--- config.mk ---
export PLATFORM = sky130hd
export DESIGN_NAME = hilo_unit
export DESIGN_NICKNAME = d
export VERILOG_FILES = /design/src/rtl/hilo_unit.sv
export SDC_FILE = /design/constraint.sdc
export NUM_CORES = 1
export LEC_CHECK = 0
export ABC_AREA = 0
export CAP_MARGIN = 20
export CORE_MARGIN = 3
export CORE_UTILIZATION = 43
export DETAILED_ROUTE_END_ITERATION = 10
export GPL_TIMING_DRIVEN = 0
export PLACE_DENSITY_LB_ADDON = 0.08
export SLEW_MARGIN = 20
export SYNTH_ARGS = -nofsm -noshare
export SYNTH_HDL_FRONTEND = slang
export SYNTH_SLANG_ARGS = --single-unit
--- constraint.sdc ---
create_clock -name clk -period 3.67 [get_ports clk]
set_input_delay 0.367 -clock clk [delete_from_list [all_inputs] [get_ports clk]]
set_output_delay 0.367 -clock clk [all_outputs]
set_load 0.1 [all_outputs]
--- src/rtl/hilo_unit.sv ---
// hilo_unit: HI/LO accumulator and shift-add multiplier sequencer with MF/MT access (optional MSUBU via HILO_MSUB_EN)
module hilo_unit #(
    parameter int CYCLES = 32
) (
    input  logic        clk,
    input  logic        reset,
    input  logic        start,
    input  logic [5:0]  Signal,
    input  logic [31:0] dataA,
    input  logic [63:0] mulIn,
    output logic [5:0]  mulSignal,
    output logic [31:0] hi,
    output logic [31:0] lo,
    output logic [31:0] dataOut,
    output logic        busy,
    output logic        done
);
    localparam int CW = $clog2(CYCLES + 1);
    localparam logic [5:0] F_MULTU = 6'b011001;
    localparam logic [5:0] F_MADDU = 6'b000001;
    localparam logic [5:0] F_MFHI  = 6'b010000;
    localparam logic [5:0] F_MTHI  = 6'b010001;
    localparam logic [5:0] F_MFLO  = 6'b010010;
    localparam logic [5:0] F_MTLO  = 6'b010011;
    localparam logic [5:0] F_MSUBU = 6'b000101;
    localparam logic [5:0] M_IDLE  = 6'b000000;
    localparam logic [5:0] M_OUT   = 6'b111111;

    typedef enum logic [2:0] {IDLE, LOAD, RUN, FETCH, WRITE} state_t;
    typedef enum logic [1:0] {OP_MULT, OP_MADD, OP_MSUB} op_t;

    state_t      state_q, state_d;
    op_t         op_q, op_d;
    logic [CW-1:0] cnt_q, cnt_d;
    logic [5:0]  mul_signal_q, mul_signal_d;
    logic [31:0] hi_q, hi_d, lo_q, lo_d, data_out_q, data_out_d;
    logic        done_q, done_d;
    logic [63:0] acc, nxt;

    // Next-state, operand capture and HI/LO update for every state
    always_comb begin
        state_d      = state_q;
        op_d         = op_q;
        cnt_d        = cnt_q;
        mul_signal_d = mul_signal_q;
        hi_d         = hi_q;
        lo_d         = lo_q;
        data_out_d   = data_out_q;
        done_d       = 1'b0;
        acc          = {hi_q, lo_q};
`ifdef HILO_MSUB_EN
        nxt = (op_q == OP_MSUB) ? acc - mulIn : (op_q == OP_MADD) ? acc + mulIn : mulIn;
`else
        nxt = (op_q == OP_MADD) ? acc + mulIn : mulIn;
`endif
        case (state_q)
            IDLE: begin
                if (start) begin
                    case (Signal)
                        F_MFHI: begin
                            data_out_d = hi_q;
                            done_d     = 1'b1;
                        end
                        F_MFLO: begin
                            data_out_d = lo_q;
                            done_d     = 1'b1;
                        end
                        F_MTHI: begin
                            hi_d   = dataA;
                            done_d = 1'b1;
                        end
                        F_MTLO: begin
                            lo_d   = dataA;
                            done_d = 1'b1;
                        end
                        F_MULTU: begin
                            op_d         = OP_MULT;
                            state_d      = LOAD;
                            mul_signal_d = F_MULTU;
                        end
                        F_MADDU: begin
                            op_d         = OP_MADD;
                            state_d      = LOAD;
                            mul_signal_d = F_MADDU;
                        end
`ifdef HILO_MSUB_EN
                        F_MSUBU: begin
                            op_d         = OP_MSUB;
                            state_d      = LOAD;
                            mul_signal_d = F_MULTU;
                        end
`endif
                        default: ;
                    endcase
                end
            end
            LOAD: begin
                cnt_d        = '0;
                state_d      = RUN;
                mul_signal_d = M_IDLE;
            end
            RUN: begin
                cnt_d = cnt_q + 1'b1;
                if (cnt_q == CW'(CYCLES - 1)) begin
                    state_d      = FETCH;
                    mul_signal_d = M_OUT;
                end
            end
            FETCH: begin
                state_d      = WRITE;
                mul_signal_d = M_IDLE;
            end
            WRITE: begin
                {hi_d, lo_d} = nxt;
                state_d      = IDLE;
                done_d       = 1'b1;
            end
            default: state_d = IDLE;
        endcase
    end

    // State register; reset discards any in-flight operation
    always_ff @(posedge clk or posedge reset) begin
        if (reset) begin
            state_q      <= IDLE;
            op_q         <= OP_MULT;
            cnt_q        <= '0;
            mul_signal_q <= M_IDLE;
            hi_q         <= '0;
            lo_q         <= '0;
            data_out_q   <= '0;
            done_q       <= 1'b0;
        end else begin
            state_q      <= state_d;
            op_q         <= op_d;
            cnt_q        <= cnt_d;
            mul_signal_q <= mul_signal_d;
            hi_q         <= hi_d;
            lo_q         <= lo_d;
            data_out_q   <= data_out_d;
            done_q       <= done_d;
        end
    end

    assign mulSignal = mul_signal_q;
    assign hi        = hi_q;
    assign lo        = lo_q;
    assign dataOut   = data_out_q;
    assign busy      = (state_q != IDLE);
    assign done      = done_q;
endmodule

==> results by group, run 1 <==
Cells and area
  • Area Overhead vs Synth: 29.28%
  • Final std cell area, no fill: 12460 µm²
  • Layout cells sized above 1: 0.06091
  • Number of fill cells in the layout: between 2000 and 2500
  • Final #Nets: 1577
  • Total inserted antenna cells: 0

Detailed routing
  • Via density per instance: 6.122
  • Drt drc: 0
  • Vias: 10360
  • Post-Route M1 WL: 17830 µm
  • DR WL met2: 17780 µm
  • DRT iter0 DRCs: between 900 and 1000
  • Routed Antenna Nets: 0
  • DR WL/cell: roughly 24 µm
  • Routed wire length: about 40000 µm
  • Met3 WL: 3302 µm
  • Max layer used: met4
  • Drt pass-1 iters: 5

Setup path
  • Critical path, cell by cell: clkdlybuf4s50_1 -> ha_1 -> fa_1 -> a211oi_1 -> o21ai_2 -> nand4b_1 -> a21oi_2 -> a31oi_2 -> o311ai_2 -> and2_1 -> a21oi_2 -> xnor2_1 -> a221o_1
  • Slowest-stage cell, CP: a31oi_2
  • Crit start category: input port
  • Max FO, Critical Path: 5
  • Crit-path max cell delay: 0.44 ns
  • CP Data Arrival Time: 3.80 ns
  • Most frequent CP cell: a21oi_2
  • Critical Path RT: between 3 and 4 ns
  • CP endpoint kind: flip-flop
  • CP Class: in2reg

Yosys
  • Post-synth EDFFs: 0
  • Post-synthesis cell area: between 9000 and 10000 µm²
  • Post-Syn Area per Cell: around 8.1 µm²
  • Number of synthesized register bits: 110
  • Most frequently used flop master after synthesis: dfrtp_1
  • Cell variety after synth: 84
  • Largest cells by area after synthesis: dfrtp_1, ha_1, a21oi_1, o21ai_0, mux2i_1
  • Synth top area share: 0.2857
  • Cells after Synth: ~1200
  • Yosys Warn Count: 0
  • Syn nets: 1356
  • Area leader, netlist: dfrtp_1
  • Synth async-reset ratio: 1.000
  • Register area share after synthesis: 0.2857

GRT
  • Grt total ovfl: 0
  • First-pass GRT wire length: 60010 µm
  • Overall global routing resource usage: 0.3249
  • Antenna violations before repair: 0
  • Number of global-route vias before repair: 9842
  • Pin count of the biggest net entering global routing: 65

Timing
  • Minimum clock period: ~3.5 ns
  • Max Clock Freq: approximately 280 MHz
  • Final Skew: 0.01421 ns
  • Slew HR: 0.1963
  • Max Slew Vio Count: 0
  • Setup violations, final: 0
  • Final worst-path cycle share: 0.9652
  • Fin. Hold Viols: 0
  • Worst slew pin tran: 1.206 ns
  • Final setup margin: between 0.1 and 0.15 ns
  • RSZ-0062 raised after global routing: no
  • Final setup TNS: 0 ns
  • Worst hold slack: 0.4015 ns

Clocking
  • Worst skew pair latency: 0.37 ns
  • CTS tree: built
  • Register clock-pin slew on the reported worst setup and hold paths: 0.08 ns
  • H-tree Lvls: 3
  • Post-CTS Hold Buffers: 0
  • Clk sink count: 110
  • Root Buffer: clkbuf_16
  • TritonCTS Buffers: 9
  • Clock Tree Buf Depth: 2

Run status
  • Status: finished clean

Power
  • Leak pwr: 0.005369 µW
  • Design Power: 13590 µW
  • IR drop worst, VDD: 0.0007531 V
  • Power per cell area: ~1100 nW/µm²

Placement
  • # port buffers: 208
  • DP HPWL: 30990 µm
  • Place WS: -0.3870 ns
  • DP Area: 12100 µm²
  • Routability cong.: 0.9436

Die
  • Top-level I/O count: 209
  • Core Area: 21890 µm²
  • # rows: 54
  • Die ar.: 24240 µm²
  • Starting Density: 0.4402
  • Die width: around 160 µm
  • Die Ht: 155.7 µm

Min path
  • Min-Delay Path Class: in2async

Run
  • Number of max-cap violations: 0
==> final timing paths <==
| kind | start | end | slack, ns | depth (start not counted) |
|---|---|---|---|---|
| max reg2reg | lo[0] | hi[24] | 0.15 | 12 |
| max | mulIn[0] | hi[24] | 0.13 | 13 |
| min in group clk | dataOut[12] | dataOut[12] | 0.48 | 2 |
| min reg2reg | dataOut[12] | dataOut[12] | 0.48 | 2 |
| min | reset | dataOut[24] | 0.40 | 2 |
| max in group asynchronous | reset | hi[1] | 2.55 | 3 |
==> synth_stat cells (all sizes together), types with 5 or more instances <==
master / instances
a211oi: 22
a21o: 29
a21oi: 137
a221o: 5
a31oi: 12
a41oi: 6
and3: 9
buf: 24
clkbuf: 53
dfrtp: 110
ha: 64
inv: 24
mux2i: 54
nand2: 144
nand2b: 5
nand3: 18
nand4: 20
nor2: 95
nor2b: 13
nor3: 16
nor3b: 5
o211ai: 8
o21a: 5
o21ai: 124
o21bai: 22
o221ai: 10
o22ai: 10
o31ai: 15
or3: 9
xnor2: 38
xor2: 21
==> state kept, by name, summed over array words and instances (netlist names) <==
signal and count:
mulSignal 3, lo 32, dataOut 32, op_q 1
state_q 3, done 1, hi 32, cnt_q 6
==> worst max-delay path: cells and delay by family <==
family	cells	cell delay [ns]
AOI/OAI and AO/OA	7	1.81
adders and majority gates	2	0.68
buffers and inverters	1	0.43
and+or+nand+nor	2	0.41
xor gates and xnor gates	1	0.09
==> area by class of cell <==
| class | instances | area, µm² | area share |
|---|---|---|---|
| clock buffers | 9 | 225.2 | 0.01808 |
| repair buffers | 210 | 2117 | 0.1699 |
| well taps | 280 | 350.3 | 0.02812 |
| plain buffers | 81 | 470.5 | 0.03777 |
| clock inverters | 7 | 95.09 | 0.007634 |
| multi-input cells | 971 | 6351 | 0.5098 |
| inverters | 24 | 95.09 | 0.007634 |
| flip-flops and latches | 110 | 2753 | 0.2210 |
==> layout by cell type, fill, tap and decap left out, types with 27 or more instances in the layout <==
cell	netlist	layout
a21oi_1	128	128
a21o_1	27	27
xnor2_1	38	38
ha_1	64	64
dfrtp_1	110	110
clkbuf_1	48	48
clkdlybuf4s50_1	0	208
nand2_1	143	143
o21ai_0	116	116
nor2_1	94	94
mux2i_1	54	54
==> report_power, final <==
| group | switching, µW | internal [µW] |
|---|---|---|
| Sequential | 684 | 1700 |
| Clock | 531 | 604 |
| Combinational | 7030 | 3030 |
| Total | 8250 | 5340 |
==> metal layers <==
metal,track usage,vias to the layer above
li1,-,4779
met1,0.4603,5006
met2,0.5045,505
met3,0.05548,68
met4,0.1096,0
met5,0,-
==> per-stage QoR <==
step,cells,util
6_report,1692,0.5690
3_3_place_gp,1674,0.5513
5_1_grt,1692,0.5690
3_5_place_dp,1675,0.5528
2_1_floorplan,1186,-
4_1_cts,1691,0.5676
==> what timing repair did <==
item | 4_1_cts | 5_1_grt
gates cloned | 0 | 0
endpoints found under the setup margin | 2 | 7
pin swaps | 0 | 1
setup buffers | 0 | 1
gates resized for setup | 1 | 4
==> kinds of logic after synthesis <==
group           share of synthesized area
compound gates                     0.2870
simple gates                       0.1708
flops                              0.2857
buf+inv                           0.05817
fa+ha+maj                         0.08518
xor+xnor                          0.05363
mux                               0.05960
Power figures use the tool's default switching activity.
==> run 2, diff against run 1 <==
CORE_ASPECT_RATIO = 1.2   (was default)
GPL_ROUTABILITY_DRIVEN = 0   (was default)
==> run 2 against run 1 <==
Worst hold slack better by 0.019 ns. Die area about the same. Non-clock buffer count down 1. Via count up 0.38%. First-iteration DRC count up 13%. Clock skew about the same. Global-route usage down 1.4 points. Sequential power about the same. Clock-buffer cell count up 3. Critical path depth unchanged. Cell count down 0.41%. Register-to-register slack worse by 0.03 ns.
==> results by group, run 2 (synthesis gave the netlist of run 1 again) <==
Cells and area
  • Multi-input combinational cell area: 6350 µm² (was 6351 µm²)
  • Final #Nets: 1576 (was 1577)
  • Layout cells sized above 1: 0.06024 (was 0.06091)
  • Reg area: 2753 µm² (unchanged)
  • Total inserted antenna cells: 0 (unchanged)
  • Post-Route Utilization: 0.5681 (was 0.5690)
  • Area Overhead vs Synth: 28.84% (was 29.28%)
  • Number of fill cells in the layout: 2069 (was 2084)
  • Most frequent cells in the layout: clkdlybuf4s50_1, nand2_1, a21oi_1 (unchanged)
  • Fin cells: 1685 (was 1692)
  • Leading cell type in the layout, fill and taps excluded: clkdlybuf4s50_1 (unchanged)

Run status
  • Status: finished clean (unchanged)

Timing
  • Final Skew: 0.01425 ns (was 0.01421 ns)
  • Minimum clock period: 3.569 ns (was 3.542 ns)
  • Setup violations, final: 0 (unchanged)
  • Worst slew pin tran: 1.003 ns (was 1.206 ns)
  • Max Clock Freq: 280.2 MHz (was 282.3 MHz)
  • Final worst-path cycle share: 0.9725 (was 0.9652)
  • Slew HR: 0.3292 (was 0.1963)
  • Fin. Hold Viols: 0 (unchanged)
  • Final setup margin: 0.1008 ns (was 0.1277 ns)
  • RSZ-0062 raised after global routing: no (unchanged)
  • Max Slew Vio Count: 0 (unchanged)

Setup path
  • Critical path, cell by cell: clkdlybuf4s50_1 -> ha_1 -> buf_6 -> a21oi_2 -> o21ai_1 -> or4_1 -> a311o_2 -> nand3_2 -> o311ai_4 -> a21oi_4 -> o41ai_2 -> xnor2_1 -> o32ai_1 (was clkdlybuf4s50_1 -> ha_1 -> fa_1 -> a211oi_1 -> o21ai_2 -> nand4b_1 -> a21oi_2 -> a31oi_2 -> o311ai_2 -> and2_1 -> a21oi_2 -> xnor2_1 -> a221o_1)
  • CP Class: in2reg (unchanged)
  • Slowest-stage cell, CP: or4_1 (was a31oi_2)
  • R2R setup slack: 0.12 ns (was 0.15 ns)
  • Critical Path RT: 3.93 ns (about the same)
  • CP Data Arrival Time: 3.83 ns (was 3.80 ns)
  • Max FO, Critical Path: 7 (was 5)
  • CP endpoint kind: flip-flop (unchanged)
  • Bufs and invs on worst path: 2 (was 1)
  • Crit start category: input port (unchanged)
  • Crit-path max cell delay: 0.55 ns (was 0.44 ns)
  • Top delay family on crit path: compound AO/OA/AOI/OAI gates (unchanged)

Die
  • Die Ht: 170.0 µm (was 155.7 µm)
  • Die ar.: 24250 µm² (was 24240 µm²)
  • # rows: 59 (was 54)
  • Starting Density: 0.4410 (was 0.4402)
  • Die width: 142.7 µm (was 155.7 µm)
  • Core Area: 21850 µm² (was 21890 µm²)
  • Top-level I/O count: 209 (unchanged)

GRT
  • Number of global-route vias before repair: 9919 (was 9842)
  • Antenna violations before repair: 0 (unchanged)
  • Overall global routing resource usage: 0.3105 (was 0.3249)
  • Grt total ovfl: 0 (unchanged)
  • First-pass GRT wire length: 58010 µm (was 60010 µm)
  • Pin count of the biggest net entering global routing: 57 (was 65)

Power
  • Design Power: 13410 µW (was 13590 µW)
  • Leak pwr: 0.005352 µW (was 0.005369 µW)
  • Power per cell area: 1080 nW/µm² (was 1091 nW/µm²)
  • IR drop worst, VDD: 0.0006317 V (was 0.0007531 V)

Detailed routing
  • Met3 WL: 3565 µm (was 3302 µm)
  • Max layer used: met4 (unchanged)
  • Routed wire length: 38680 µm (was 40190 µm)
  • Drt drc: 0 (unchanged)
  • Post-Route M1 WL: 15160 µm (was 17830 µm)
  • Vias: 10400 (was 10360)
  • DRT iter0 DRCs: 1026 (was 910)
  • DR WL/cell: 22.96 µm (was 23.75 µm)
  • DR WL met2: 18420 µm (was 17780 µm)
  • Via density per instance: 6.170 (was 6.122)
  • Drt pass-1 iters: 5 (unchanged)
  • Routed Antenna Nets: 0 (unchanged)

Clocking
  • Worst skew pair latency: 0.37 ns (about the same)
  • Clk sink count: 110 (unchanged)
  • Root Buffer: clkbuf_16 (unchanged)
  • TritonCTS Buffers: 9 (unchanged)
  • Clock Tree Buf Depth: 2 (unchanged)
  • H-tree Lvls: 3 (unchanged)
  • Register clock-pin slew on the reported worst setup and hold paths: 0.09 ns (was 0.08 ns)
  • CTS tree: built (unchanged)

Run
  • Number of max-cap violations: 0 (unchanged)

Placement
  • DP HPWL: 30300 µm (was 30990 µm)
  • Place WS: -0.3585 ns (was -0.3870 ns)
  • Placed insts: 1669 (was 1675)
  • # port buffers: 208 (unchanged)

Min path
  • Min-Delay Path Class: in2async (unchanged)
==> run 2: cell type report <==
| cell class | count | share of cell area |
|---|---|---|
| tap | 274 | 0.02762 |
| clock buffer | 12 | 0.02066 |
| timing repair buffer | 209 | 0.1699 |
| inverter | 24 | 0.007660 |
| multi-input combinational | 971 | 0.5115 |
| clock inverter | 4 | 0.003024 |
| buffer | 81 | 0.03790 |
| sequential | 110 | 0.2217 |
==> run 2: final timing paths <==
kind | from | to | cells after the start
max | mulIn[18] | hi[27] | 13
min | reset | lo[14] | 2
max reg2reg | lo[18] | hi[27] | 12
min reg2reg | dataOut[12] | dataOut[12] | 2
max in group asynchronous | reset | hi[8] | 3
min in group clk | dataOut[12] | dataOut[12] | 2
==> run 2: routing by layer <==
metal,GRT usage,vias up
met3,0.04328,108
met4,0.1100,0
li1,-,4808
met1,0.4083,4965
met2,0.5217,516
met5,0,-
==> run 2: worst reg2reg max path: cells and delay by family (launching register included) <==
family,cells,cell delay (ns)
AO/OA/AOI/OAI,7,1.70
XOR/XNOR,1,0.18
adder cells (fa/ha/maj),1,0.30
buffers and inverters,1,0.14
flip-flops,1,0.44
AND/OR/NAND/NOR,2,0.69
==> run 2: stage by stage <==
step | hold WS, ns | instance area [µm²] | setup TNS, ns
finish | 0.4209 | 12410 | 0
floorplan | 0.4859 | 9635 | 0
global route | 0.4703 | 12410 | 0
global placement | 0.4631 | 12060 | -181.36
CTS | 0.4503 | 12390 | 0
detailed placement | 0.4695 | 12090 | -2.297
==> run 2: repair_timing <==
item                       in CTS  in global routing
pin swaps                       0                  1
buffers inserted                0                  0
hold buffers                    0                  0
setup endpoints to repair       1                  7
gates resized for setup         1                  4
cloned                          0                  0
==> run 2: report_power, final <==
part | total [µW] | switching, µW | internal, µW | leakage [µW]
logic | 9980 | 6960 | 3020 | 0.00379
clock network | 1040 | 528 | 511 | 0.000145
registers | 2390 | 688 | 1700 | 0.00142
==> run 3, diff against run 2 <==
CAP_MARGIN = default   (was 20)
PLACE_DENSITY = 0.69   (was default)
PLACE_DENSITY_LB_ADDON = default   (was 0.08)
==> run 3 against run 2 <==
Clock-buffer cell count shrank 3. Critical path depth unchanged. Worst setup slack hardly changed. Cell count hardly changed.
==> results by group, run 3 (synthesis gave the netlist of run 1 again) <==
Run status
  • Status: finished clean (unchanged)

Cells and area
  • Layout cells sized above 1: 0.05957 (was 0.06024)
  • Final std cell area, no fill: 12410 µm² (about the same)
  • Leading cell type in the layout, fill and taps excluded: clkdlybuf4s50_1 (unchanged)
  • Final #Nets: 1576 (unchanged)
  • Most frequent cells in the layout: clkdlybuf4s50_1, nand2_1, a21oi_1 (unchanged)
  • Total inserted antenna cells: 0 (unchanged)
  • Area Overhead vs Synth: 28.79% (was 28.84%)

Setup path
  • CP Data Arrival Time: 3.83 ns (about the same)
  • Critical Path RT: 3.93 ns (about the same)
  • CP endpoint kind: flip-flop (unchanged)
  • Max FO, Critical Path: 7 (unchanged)
  • Crit start category: input port (unchanged)
  • CP Class: in2reg (unchanged)

Power
  • Design Power: 13430 µW (was 13410 µW)
  • IR drop worst, VDD: 0.0007382 V (was 0.0006317 V)
  • Power per cell area: 1082 nW/µm² (was 1080 nW/µm²)
  • Leak pwr: 0.005353 µW (was 0.005352 µW)

Clocking
  • Register clock-pin slew on the reported worst setup and hold paths: 0.08 ns (was 0.09 ns)
  • Clock Tree Buf Depth: 2 (unchanged)
  • Post-CTS Hold Buffers: 0 (unchanged)
  • Worst skew pair latency: 0.36 ns (was 0.37 ns)
  • TritonCTS Buffers: 9 (unchanged)
  • H-tree Lvls: 3 (unchanged)
  • CTS tree: built (unchanged)
  • Root Buffer: clkbuf_16 (unchanged)
  • Clk sink count: 110 (unchanged)

Timing
  • Fin. Hold Viols: 0 (unchanged)
  • RSZ-0062 raised after global routing: no (unchanged)
  • Max Slew Vio Count: 0 (unchanged)
  • Max Clock Freq: 280.2 MHz (about the same)
  • Minimum clock period: 3.569 ns (about the same)
  • Final Skew: 0.01017 ns (was 0.01425 ns)
  • Setup violations, final: 0 (unchanged)
  • Worst slew pin tran: 1.024 ns (was 1.003 ns)
  • Slew HR: 0.3171 (was 0.3292)
  • Final worst-path cycle share: 0.9726 (was 0.9725)

GRT
  • Number of global-route vias before repair: 10130 (was 9919)
  • First-pass GRT wire length: 58320 µm (was 58010 µm)
  • Pin count of the biggest net entering global routing: 74 (was 57)
  • Antenna violations before repair: 0 (unchanged)
  • Overall global routing resource usage: 0.3117 (was 0.3105)
  • Grt total ovfl: 0 (unchanged)

Die
  • # rows: 59 (unchanged)
  • Die Ht: 170.0 µm (unchanged)
  • Top-level I/O count: 209 (unchanged)
  • Starting Density: 0.4410 (unchanged)
  • Die width: 142.7 µm (unchanged)
  • Die ar.: 24250 µm² (unchanged)
  • Core Area: 21850 µm² (unchanged)

Placement
  • # port buffers: 208 (unchanged)
  • DP HPWL: 30250 µm (was 30300 µm)
  • DP Area: 12090 µm² (unchanged)

Detailed routing
  • Drt pass-1 iters: 5 (unchanged)
  • Vias: 10420 (was 10400)
  • Post-Route M1 WL: 15340 µm (was 15160 µm)
  • DR WL met2: 18440 µm (was 18420 µm)
  • Routed Antenna Nets: 0 (unchanged)
  • Met3 WL: 3298 µm (was 3565 µm)
  • Via density per instance: 6.188 (was 6.170)
  • Drt drc: 0 (unchanged)
  • DR WL/cell: 22.98 µm (was 22.96 µm)
  • DRT iter0 DRCs: 1097 (was 1026)
  • Max layer used: met4 (unchanged)
  • Routed wire length: 38700 µm (was 38680 µm)

Run
  • Number of max-cap violations: 0 (unchanged)

Min path
  • Min-Delay Path Class: in2async (unchanged)
## run 3: changes by cell type in the layout (fill, tap and decap cells not counted), sizes merged
cell    delta
clkbuf     -3
clkinv     +1
bufinv     +1
## run 3: final timing paths
kind	slack, ns	from	depth (start not counted)	endpoint
min	0.38	reset	2	dataOut[13]
max reg2reg	0.14	lo[18]	12	hi[27]
min in group clk	0.48	dataOut[12]	2	dataOut[12]
max	0.10	mulIn[18]	13	hi[27]
max in group asynchronous	2.56	reset	3	hi[5]
min reg2reg	0.48	dataOut[12]	2	dataOut[12]
## run 3: timing repair
action	CTS	global route
resized for setup	1	3
gates cloned	0	0
setup endpoints to repair	2	4
setup buffers	0	0
## run 3: report_power, final
part	leakage, µW	total, µW	switching [µW]	internal (µW)
logic	0.00379	9980	6960	3020
clock network	0.000146	1050	519	535
registers	0.00142	2400	693	1700
## run 3: layer usage
| metal | up-vias | GRT usage |
|---|---|---|
| met2 | 541 | 0.5176 |
| li1 | 4781 | - |
| met5 | - | 0 |
| met1 | 5010 | 0.4091 |
| met4 | 0 | 0.1265 |
| met3 | 88 | 0.04216 |
## run 3: worst max-delay path, cell delays in order
cell	delay, ns
clkdlybuf4s50_1	0.45
ha_1	0.33
buf_6	0.15
a21oi_2	0.18
o21ai_1	0.13
or4_1	0.58
a311o_2	0.43
nand3_2	0.13
o311ai_4	0.17
a21oi_4	0.33
o41ai_2	0.13
xnor2_1	0.18
o32ai_1	0.27
## run 3: area by class of cell
class                      instances  area, µm²
clock buffer                       9      225.2
inverter                          24      95.09
clock inverter                     6      70.07
sequential                       110       2753
tap                              274      342.8
timing repair buffer             209       2110
buffer                            81      470.5
multi-input combinational        971       6344
fill                            2098       9442
## run 3: metrics by stage
stage / TNS [ns] / hold WS, ns / worst slack [ns] / utilization / instances
2_1_floorplan: 0 / 0.4859 / 0.1004 / - / 1186
3_3_place_gp: -175.51 / 0.4622 / -1.598 / 0.5519 / 1668
3_5_place_dp: -1.954 / 0.4699 / -0.3749 / 0.5534 / 1669
4_1_cts: 0 / 0.3798 / 0.02944 / 0.5672 / 1684
5_1_grt: 0 / 0.3974 / 0.02881 / 0.5679 / 1684
6_report: 0 / 0.3750 / 0.1005 / 0.5679 / 1684
